$ cat src/rtl/osc_meter_pkg.sv
// Shared types and sizing for the oscillator frequency meter.
// FSM state encoding, synchronizer depth and gate counter width.
package osc_meter_pkg;

  typedef enum logic [1:0] {
    IDLE = 2'd0,
    GATE = 2'd1,
    DONE = 2'd2
  } state_t;

  localparam int SYNC_STAGES = 2;
  localparam int GATE_CNT_W  = 16;

endpackage

$ cat src/rtl/gray2bin.sv
// Gray-to-binary converter, purely combinational, zero latency.
// No flow control: output follows input within the same cycle.
module gray2bin #(
  parameter int W = 32
) (
  input  logic [W-1:0] gray,
  output logic [W-1:0] bin
);

  // Each binary bit is the XOR of all Gray bits at or above it.
  always_comb begin
    bin = '0;
    for (int i = 0; i < W; i++) begin
      bin[i] = ^(gray >> i);
    end
  end

endmodule

$ cat src/rtl/osc_freq_meter.sv
// Oscillator frequency meter: counts Gray-coded oscillator ticks over a GATE_CYCLES window.
// VALID rises GATE_CYCLES edges after an accepted START; result holds until VALID&READY.
module osc_freq_meter
  import osc_meter_pkg::*;
#(
  parameter int COUNTER_LENGTH = 32,
  parameter int GATE_CYCLES    = 1024
) (
  input  logic                      CLK,
  input  logic                      RESET_N,
  input  logic [COUNTER_LENGTH-1:0] COUNT_GRAY,
  input  logic                      START,
  input  logic                      READY,
  output logic [COUNTER_LENGTH-1:0] DELTA,
  output logic                      VALID,
  output logic                      BUSY,
  output logic                      OVERRUN
);

  localparam logic [GATE_CNT_W-1:0] GATE_INIT = GATE_CNT_W'(GATE_CYCLES - 1);

  logic [COUNTER_LENGTH-1:0] sync_q [SYNC_STAGES];
  logic [COUNTER_LENGTH-1:0] sync_d [SYNC_STAGES];
  logic [COUNTER_LENGTH-1:0] sync_bin;

  state_t                    state_q, state_d;
  logic [COUNTER_LENGTH-1:0] start_snap_q, start_snap_d;
  logic [GATE_CNT_W-1:0]     gate_cnt_q, gate_cnt_d;
  logic [COUNTER_LENGTH-1:0] delta_q, delta_d;
  logic                      valid_q, valid_d;
  logic                      overrun_q, overrun_d;

  // Gray coding keeps the synchronized sample within one step of the true count.
  gray2bin #(.W(COUNTER_LENGTH)) u_gray2bin (
    .gray (sync_q[SYNC_STAGES-1]),
    .bin  (sync_bin)
  );

  always_comb begin
    sync_d[0] = COUNT_GRAY;
    for (int i = 1; i < SYNC_STAGES; i++) begin
      sync_d[i] = sync_q[i-1];
    end

    state_d      = state_q;
    start_snap_d = start_snap_q;
    gate_cnt_d   = gate_cnt_q;
    delta_d      = delta_q;
    valid_d      = valid_q;
    overrun_d    = overrun_q;

    unique case (state_q)
      IDLE: begin
        if (START) begin
          start_snap_d = sync_bin;
          gate_cnt_d   = GATE_INIT;
          overrun_d    = 1'b0;
          state_d      = GATE;
        end
      end
      GATE: begin
        if (START) overrun_d = 1'b1;
        if (gate_cnt_q != '0) begin
          gate_cnt_d = gate_cnt_q - GATE_CNT_W'(1);
        end else begin
          // Modulo subtraction absorbs counter wrap-around.
          delta_d = sync_bin - start_snap_q;
          valid_d = 1'b1;
          state_d = DONE;
        end
      end
      DONE: begin
        if (START) overrun_d = 1'b1;
        if (valid_q && READY) begin
          valid_d = 1'b0;
          state_d = IDLE;
        end
      end
      default: state_d = IDLE;
    endcase
  end

  always_ff @(posedge CLK or negedge RESET_N) begin
    if (!RESET_N) begin
      for (int i = 0; i < SYNC_STAGES; i++) begin
        sync_q[i] <= '0;
      end
      state_q      <= IDLE;
      start_snap_q <= '0;
      gate_cnt_q   <= '0;
      delta_q      <= '0;
      valid_q      <= 1'b0;
      overrun_q    <= 1'b0;
    end else begin
      sync_q       <= sync_d;
      state_q      <= state_d;
      start_snap_q <= start_snap_d;
      gate_cnt_q   <= gate_cnt_d;
      delta_q      <= delta_d;
      valid_q      <= valid_d;
      overrun_q    <= overrun_d;
    end
  end

  assign DELTA   = delta_q;
  assign VALID   = valid_q;
  assign OVERRUN = overrun_q;
  assign BUSY    = (state_q != IDLE);

endmodule

$ cat config.mk
export PLATFORM = sky130hd
export DESIGN_NAME = osc_freq_meter
export DESIGN_NICKNAME = d
export VERILOG_FILES = /design/src/rtl/osc_meter_pkg.sv /design/src/rtl/gray2bin.sv /design/src/rtl/osc_freq_meter.sv
export SDC_FILE = /design/constraint.sdc
export NUM_CORES = 1
export LEC_CHECK = 0
export ABC_AREA = 1
export CAP_MARGIN = 25
export CORE_MARGIN = 2
export CORE_UTILIZATION = 63
export CTS_BUF_LIST = sky130_fd_sc_hd__clkbuf_8 sky130_fd_sc_hd__clkbuf_16
export DETAILED_ROUTE_END_ITERATION = 6
export GPL_ROUTABILITY_DRIVEN = 0
export PLACE_DENSITY = 0.84
export SYNTH_ARGS = -nofsm -noshare
export SYNTH_HDL_FRONTEND = slang
export SYNTH_SLANG_ARGS = --single-unit
$ cat constraint.sdc
create_clock -name CLK -period 4.9 [get_ports CLK]
set_clock_uncertainty 0.05 [all_clocks]
set_input_delay 0.98 -clock CLK [delete_from_list [all_inputs] [get_ports CLK]]
set_output_delay 0.98 -clock CLK [all_outputs]
set_load 0.03 [all_outputs]
# Word level (Yosys, flattened, before mapping)
# Index checks and enable logic that the tools add are counted.
word_totals:
  ff_bits: 148
  latch_bits: 0
  mem_bits_rw: 0
  rom_bits: 0
  memories: 0
classes:
  n_addsub: 2
  mul: 0
  div_mod_pow: 0
  n_lt_le_gt_ge: 0
  eq_ne: 7
  n_shift: 0
  n_mux: 13
  bitwise_logic: 1
  n_reduce_logical: 46
ops:
  columns: ["cell", "n"]
  rows:
  - ["$reduce_xor 32->1", 32]
  - ["$mux 16", 2]
  - ["$pmux 16 s2", 1]
  - ["$sub 32x32->32", 1]
  - ["$reduce_bool 16->1", 1]
  - ["$sub 16x1->16 const B", 1]
  - ["$reduce_and 3->1", 4]
  - ["$ne 2x2->1 const B", 4]
  - ["$reduce_bool 2->1", 4]
  - ["$mux 2", 3]
  - ["$pmux 2 s3", 1]
  - ["$mux 1", 4]
  - ["$pmux 1 s2", 2]
  - ["$reduce_and 2->1", 2]
  - ["$eq 2x1->1 const B", 1]
  - ["$eq 2x2->1 const B", 1]
  - ["$logic_not 2->1", 1]
  - ["$ne 2x1->1 const B", 1]
  - ["$reduce_or 2->1", 1]
  - ["$logic_and 1x1->1", 1]
  - ["$not 1->1", 1]

# Logic depth before layout (Yosys ltp)
depth:
  ltp_word: 4
  mapped_depth: 27
  ltp_nobuf: 27

# Modules after synthesis
# From an unflattened synthesis, not the netlist that was laid out.
unflattened:
  hier_cells: 1519
  hier_area_um2: 9877.0
modules_own_cells:
  columns: ["mod", "n_inst", "cells_per_inst", "area_each_um2", "seq_area_each_um2"]
  rows:
  - ["osc_freq_meter", 1, 963, 7567.3, 3703.6]
  - ["gray2bin", 1, 556, 2309.7, 0.0]

# Worst setup path before layout
# Ideal clock, no wire load.
synth_timing:
  path_type: "flip-flop to flip-flop"
  startpoint: "register sync_q[14] in the netlist's numbering"
  endpoint: "register delta_q[24] (netlist: DELTA[24])"
  arrival_ns: 3.127
  setup_slack_ns: 1.605
  stages_incl_launch_ff: 24
  path_buffers: 0
  cell_sequence: "dfrtp_1 > xor2_1 > xnor2_1 > xor2_1 > inv_1 > nand2_1 > nand2_1 > nand2_1 > nand2_1 > inv_1 > ha_1 > inv_1 > fa_1 > inv_1 > o21ai_0 > a21oi_1 > inv_1 > nand2_1 > nand2_1 > nand3_1 > nand2_1 > or2_2 > nand3_1 > nand2_1"
synth_between:
  elab_chain_len: 2
synth_lines:
  columns: ["element", "line_no", "text"]
  rows:
  - ["start, declared", "osc_freq_meter.sv:22", "logic [COUNTER_LENGTH-1:0] sync_q [SYNC_STAGES];"]
  - ["start signal, assigned", "osc_freq_meter.sv:95", "sync_q <= sync_d;"]
  - ["$reduce_xor 32->1", "gray2bin.sv:14", "bin[i] = ^(gray >> i);"]
  - ["$sub 32x32->32 (*)", "osc_freq_meter.sv:67", "delta_d = sync_bin - start_snap_q;"]
  - ["end signal, assigned", "osc_freq_meter.sv:99", "delta_q <= delta_d;"]
  - ["end, declared", "osc_freq_meter.sv:29", "logic [COUNTER_LENGTH-1:0] delta_q, delta_d;"]
# Mark *: on every way between the ends. The rest lies on a longest branch, timed or not.
# A chain may end at the register's enable or synchronous reset.

# Worst setup path in the final report
layout_timing:
  startpoint: "register sync_q[26] in the netlist's numbering"
  endpoint: "register delta_q[28] (netlist: DELTA[28])"
layout_between:
  elab_chain_len: 2
layout_lines:
  columns: ["element", "line_no", "text"]
  rows:
  - ["$reduce_xor 32->1", "gray2bin.sv:14", null]
  - ["net sync_bin[19]", "osc_freq_meter.sv:24", "logic [COUNTER_LENGTH-1:0] sync_bin;"]
  - ["$sub 32x32->32", "osc_freq_meter.sv:67", null]
# The timed path passes the listed nets, and every way through them passes these cells.

==> flow_metrics.env <==
export IMPL_crit_type="flop to flop"
export IMPL_met2_length_mm=8.95
export IMPL_coreArea_mm2=0.0132
export IMPL_synth_top_area_cell="dfrtp_1"
export IMPL_hold_path_class="flop to flop"
export IMPL_drt_met1_wl_mm=8.04
export IMPL_status="completed"
export IMPL_clock_path_buffers=2
export IMPL_wl_met3_um=946
export IMPL_highest_layer="met4"
export IMPL_ir_drop_v=0.000377
export IMPL_start_util=0.644
export IMPL_crit_path_cell_trace="xnor2_1 > xor2_1 > xnor2_1 > xor2_1 > nand2_1 > and2_1 > ha_1 > nand2_1 > o21ai_0 > a21oi_1 > o21ai_0 > nand4_1 > nand2_1 > nand2_1 > nand3_1 > nand2_1"
export IMPL_cpMostUsedCell="nand2_1"
export IMPL_synth_nets=1087
export IMPL_slew_headroom=0.399
export IMPL_syn_cell_area_mm2=0.00850
export IMPL_fill_cells=928
export IMPL_finalCritPeriodShare=0.838
export IMPL_path_max_fanout=4
export IMPL_ys_ff_latch=148
export IMPL_min_period_ns=4.10
export IMPL_overflow=0
export IMPL_tightest_slew_ns=0.902
export IMPL_die_x_um=120
export IMPL_leakage_nw=4.79
export IMPL_wire_per_inst_um=14.3
export IMPL_wl_mm=18.4
export IMPL_finalSetupViolCount=0
export IMPL_firstDrtPassIters=5
export IMPL_layout_nets=1169
export IMPL_tritoncts_num_buffers=17
export IMPL_antenna_found_initial=0
export IMPL_port_buffers=70
export IMPL_netlist_instances=1017
export IMPL_io_pins=71
export IMPL_num_antenna_cells=0
export IMPL_post_cts_buffers=0
export IMPL_tns_ns=0
export IMPL_cp_start_kind="flop"
export IMPL_hpwl_mm=13.2
export IMPL_num_vias=6897
export IMPL_end_kind="flop"
export IMPL_synth_top_area_share=0.436
export IMPL_seqCellArea_mm2=0.00370
export IMPL_cts_root_buffer="clkbuf_16"
export IMPL_path_clk_slew_ns=0.06
export IMPL_drive_above_1_share=0.0773
export IMPL_synthTopCellsByArea="dfrtp_1, nand2_1, xnor2_1, ha_1, inv_1"
export IMPL_syn_area_per_cell_um2=8.36
export IMPL_p_per_area_mw_per_mm2=661
export IMPL_area_growth_synth_to_final_pct=17.7
export IMPL_hold_viol=0
export IMPL_slowest_delay_ns=0.49
export IMPL_holdBufCountCts=0
export IMPL_fmax_mhz=244
export IMPL_maxCapViolCount=0
export IMPL_synth_cell_types=35
export IMPL_row_count=42
export IMPL_crit_arrival_ns=4.38
export IMPL_final_instance_count_excl_fill=1288
export IMPL_antenna_left=0
export IMPL_critPathSlowestCell="o21ai_0"
export IMPL_dpl_worst_slack_ns=0.951
export IMPL_setup_ws_ns=0.796
export IMPL_whs_ns=0.292
export IMPL_yosysWarnings=0
export IMPL_grt_util_all_layers=0.277
export IMPL_vias_per_cell=5.35
export IMPL_cts_tree="done"
export IMPL_h_tree_depth=4
export IMPL_dieArea_mm2=0.0144
export IMPL_grt_pass1_wl_mm=31.3
export IMPL_post_cts_resized=0
export IMPL_die_h_um=120
export IMPL_cts_sinks=148
export IMPL_multi_input_area_mm2=0.00434
export IMPL_maxSlewViolCount=0
export IMPL_rsz0062_at_grt="no"
export IMPL_drcViolationCount=0
export IMPL_grt_pass1_vias=6725
export IMPL_clock_latency_ns=0.43
export IMPL_worstPathRequired_ns=5.17
export IMPL_grt_start_max_net_pins=105
export IMPL_yosysSeqAreaShare=0.436
export IMPL_dp_cells=1256
export IMPL_drt_iter0_markers=562
-- cell usage after synthesis --
master,n
o221ai_1,1
nand2_4,2
fa_1,1
xor2_2,5
dfrtp_1,148
a21o_1,1
a21oi_1,50
nand2_2,6
a21boi_0,2
nand4_1,7
o21a_1,3
inv_1,104
nand2_1,268
a31oi_1,2
nand3_2,1
nand3_1,60
and2_1,6
xnor2_1,66
or2_1,5
nand3b_1,3
clkbuf_1,12
o31ai_1,2
xnor2_2,20
o21ai_0,72
inv_2,5
nor3_1,12
a22o_1,1
xor2_1,32
nor4_1,2
o21bai_1,3
clkinv_1,1
nor2_1,66
ha_1,33
o21ai_1,6
or2_2,9
-- cells by family (layout without fill, tap and decap cells) --
group,Yosys count,in the layout,synth area share
DFF,148,148,0.436
xor gates and xnor gates,123,123,0.149
adders and majority gates,34,34,0.0509
AOI/OAI and AO/OA,143,143,0.0886
and+or+nand+nor,447,447,0.222
buffers and inverters,122,217,0.0539
-- worst max-delay path: cells and delay by family, from the launching register on --
kind | cells | cell delay (ns)
compound gates | 3 | 0.95
xor+xnor | 4 | 1.33
fa+ha+maj | 1 | 0.38
flops | 1 | 0.42
simple gates | 8 | 0.89
-- layer usage --
layer,vias to the layer above,GRT usage
met1,3184,0.362
met5,-,0
met3,40,0.0480
met2,245,0.455
li1,3428,-
met4,0,0.121
-- path summary, 6_finish.rpt --
| kind | from | to | slack, ns | depth (start not counted) |
|---|---|---|---|---|
| max | sync_q[26]$_DFF_PN0_ | DELTA[28]$_DFFE_PN0P_ | 0.80 | 16 |
| min | sync_d[4]$_DFF_PN0_ | sync_q[4]$_DFF_PN0_ | 0.29 | 0 |
| max reg2reg | sync_q[26]$_DFF_PN0_ | DELTA[28]$_DFFE_PN0P_ | 0.80 | 16 |
| min reg2reg | sync_d[4]$_DFF_PN0_ | sync_q[4]$_DFF_PN0_ | 0.29 | 0 |
| max in group asynchronous | RESET_N | start_snap_q[21]$_DFFE_PN0P_ | 3.31 | 2 |
| min in group asynchronous | RESET_N | DELTA[6]$_DFFE_PN0P_ | 0.59 | 1 |
-- layout make-up --
class | count | area share
Timing Repair Buffer | 75 | 0.0739
Inverter | 110 | 0.0413
Sequential cell | 148 | 0.370
Clock buffer | 18 | 0.0439
Multi-Input combinational cell | 747 | 0.434
Clock inverter | 14 | 0.0151
Tap cell | 176 | 0.0220
-- power by group --
part           internal, mW  switching (mW)
Combinational          1.39            2.41
Clock                 0.767           0.526
Sequential             1.41           0.110
-- cells in the final DEF (no fill, tap or decap), types with 3 or more instances in the layout --
master / n
clkinv_2: 3
nand4_1: 7
buf_4: 5
xnor2_2: 20
xnor2_1: 66
nor3_1: 12
ha_1: 33
or2_1: 5
nor2_1: 66
o21bai_1: 3
a21oi_1: 50
nand2_1: 268
dfrtp_1: 148
and2_1: 6
clkinv_4: 3
inv_1: 104
inv_2: 5
nand3_1: 60
o21a_1: 3
xor2_1: 32
clkbuf_16: 17
o21ai_1: 6
or2_2: 9
nand2_2: 6
nand3b_1: 3
o21ai_0: 72
inv_6: 4
clkdlybuf4s50_1: 69
xor2_2: 5
-- per-stage QoR --
stage | util | power, mW | cell area, um^2
global placement | 0.714 | 5.11 | 9420
detailed placement | 0.714 | 5.20 | 9420
finish | 0.759 | 6.62 | 10000
floorplan | - | 4.34 | 8500
global route | 0.759 | 7.18 | 10000
CTS | 0.759 | 6.56 | 10000
-- flip-flops by register name, summed over array words and instances (netlist names) --
signal,flops
VALID,1
OVERRUN,1
gate_cnt_q,16
DELTA,32
state_q,2
start_snap_q,32
sync_q,32
sync_d,32
No activity file was read; power rests on OpenSTA's default activity.
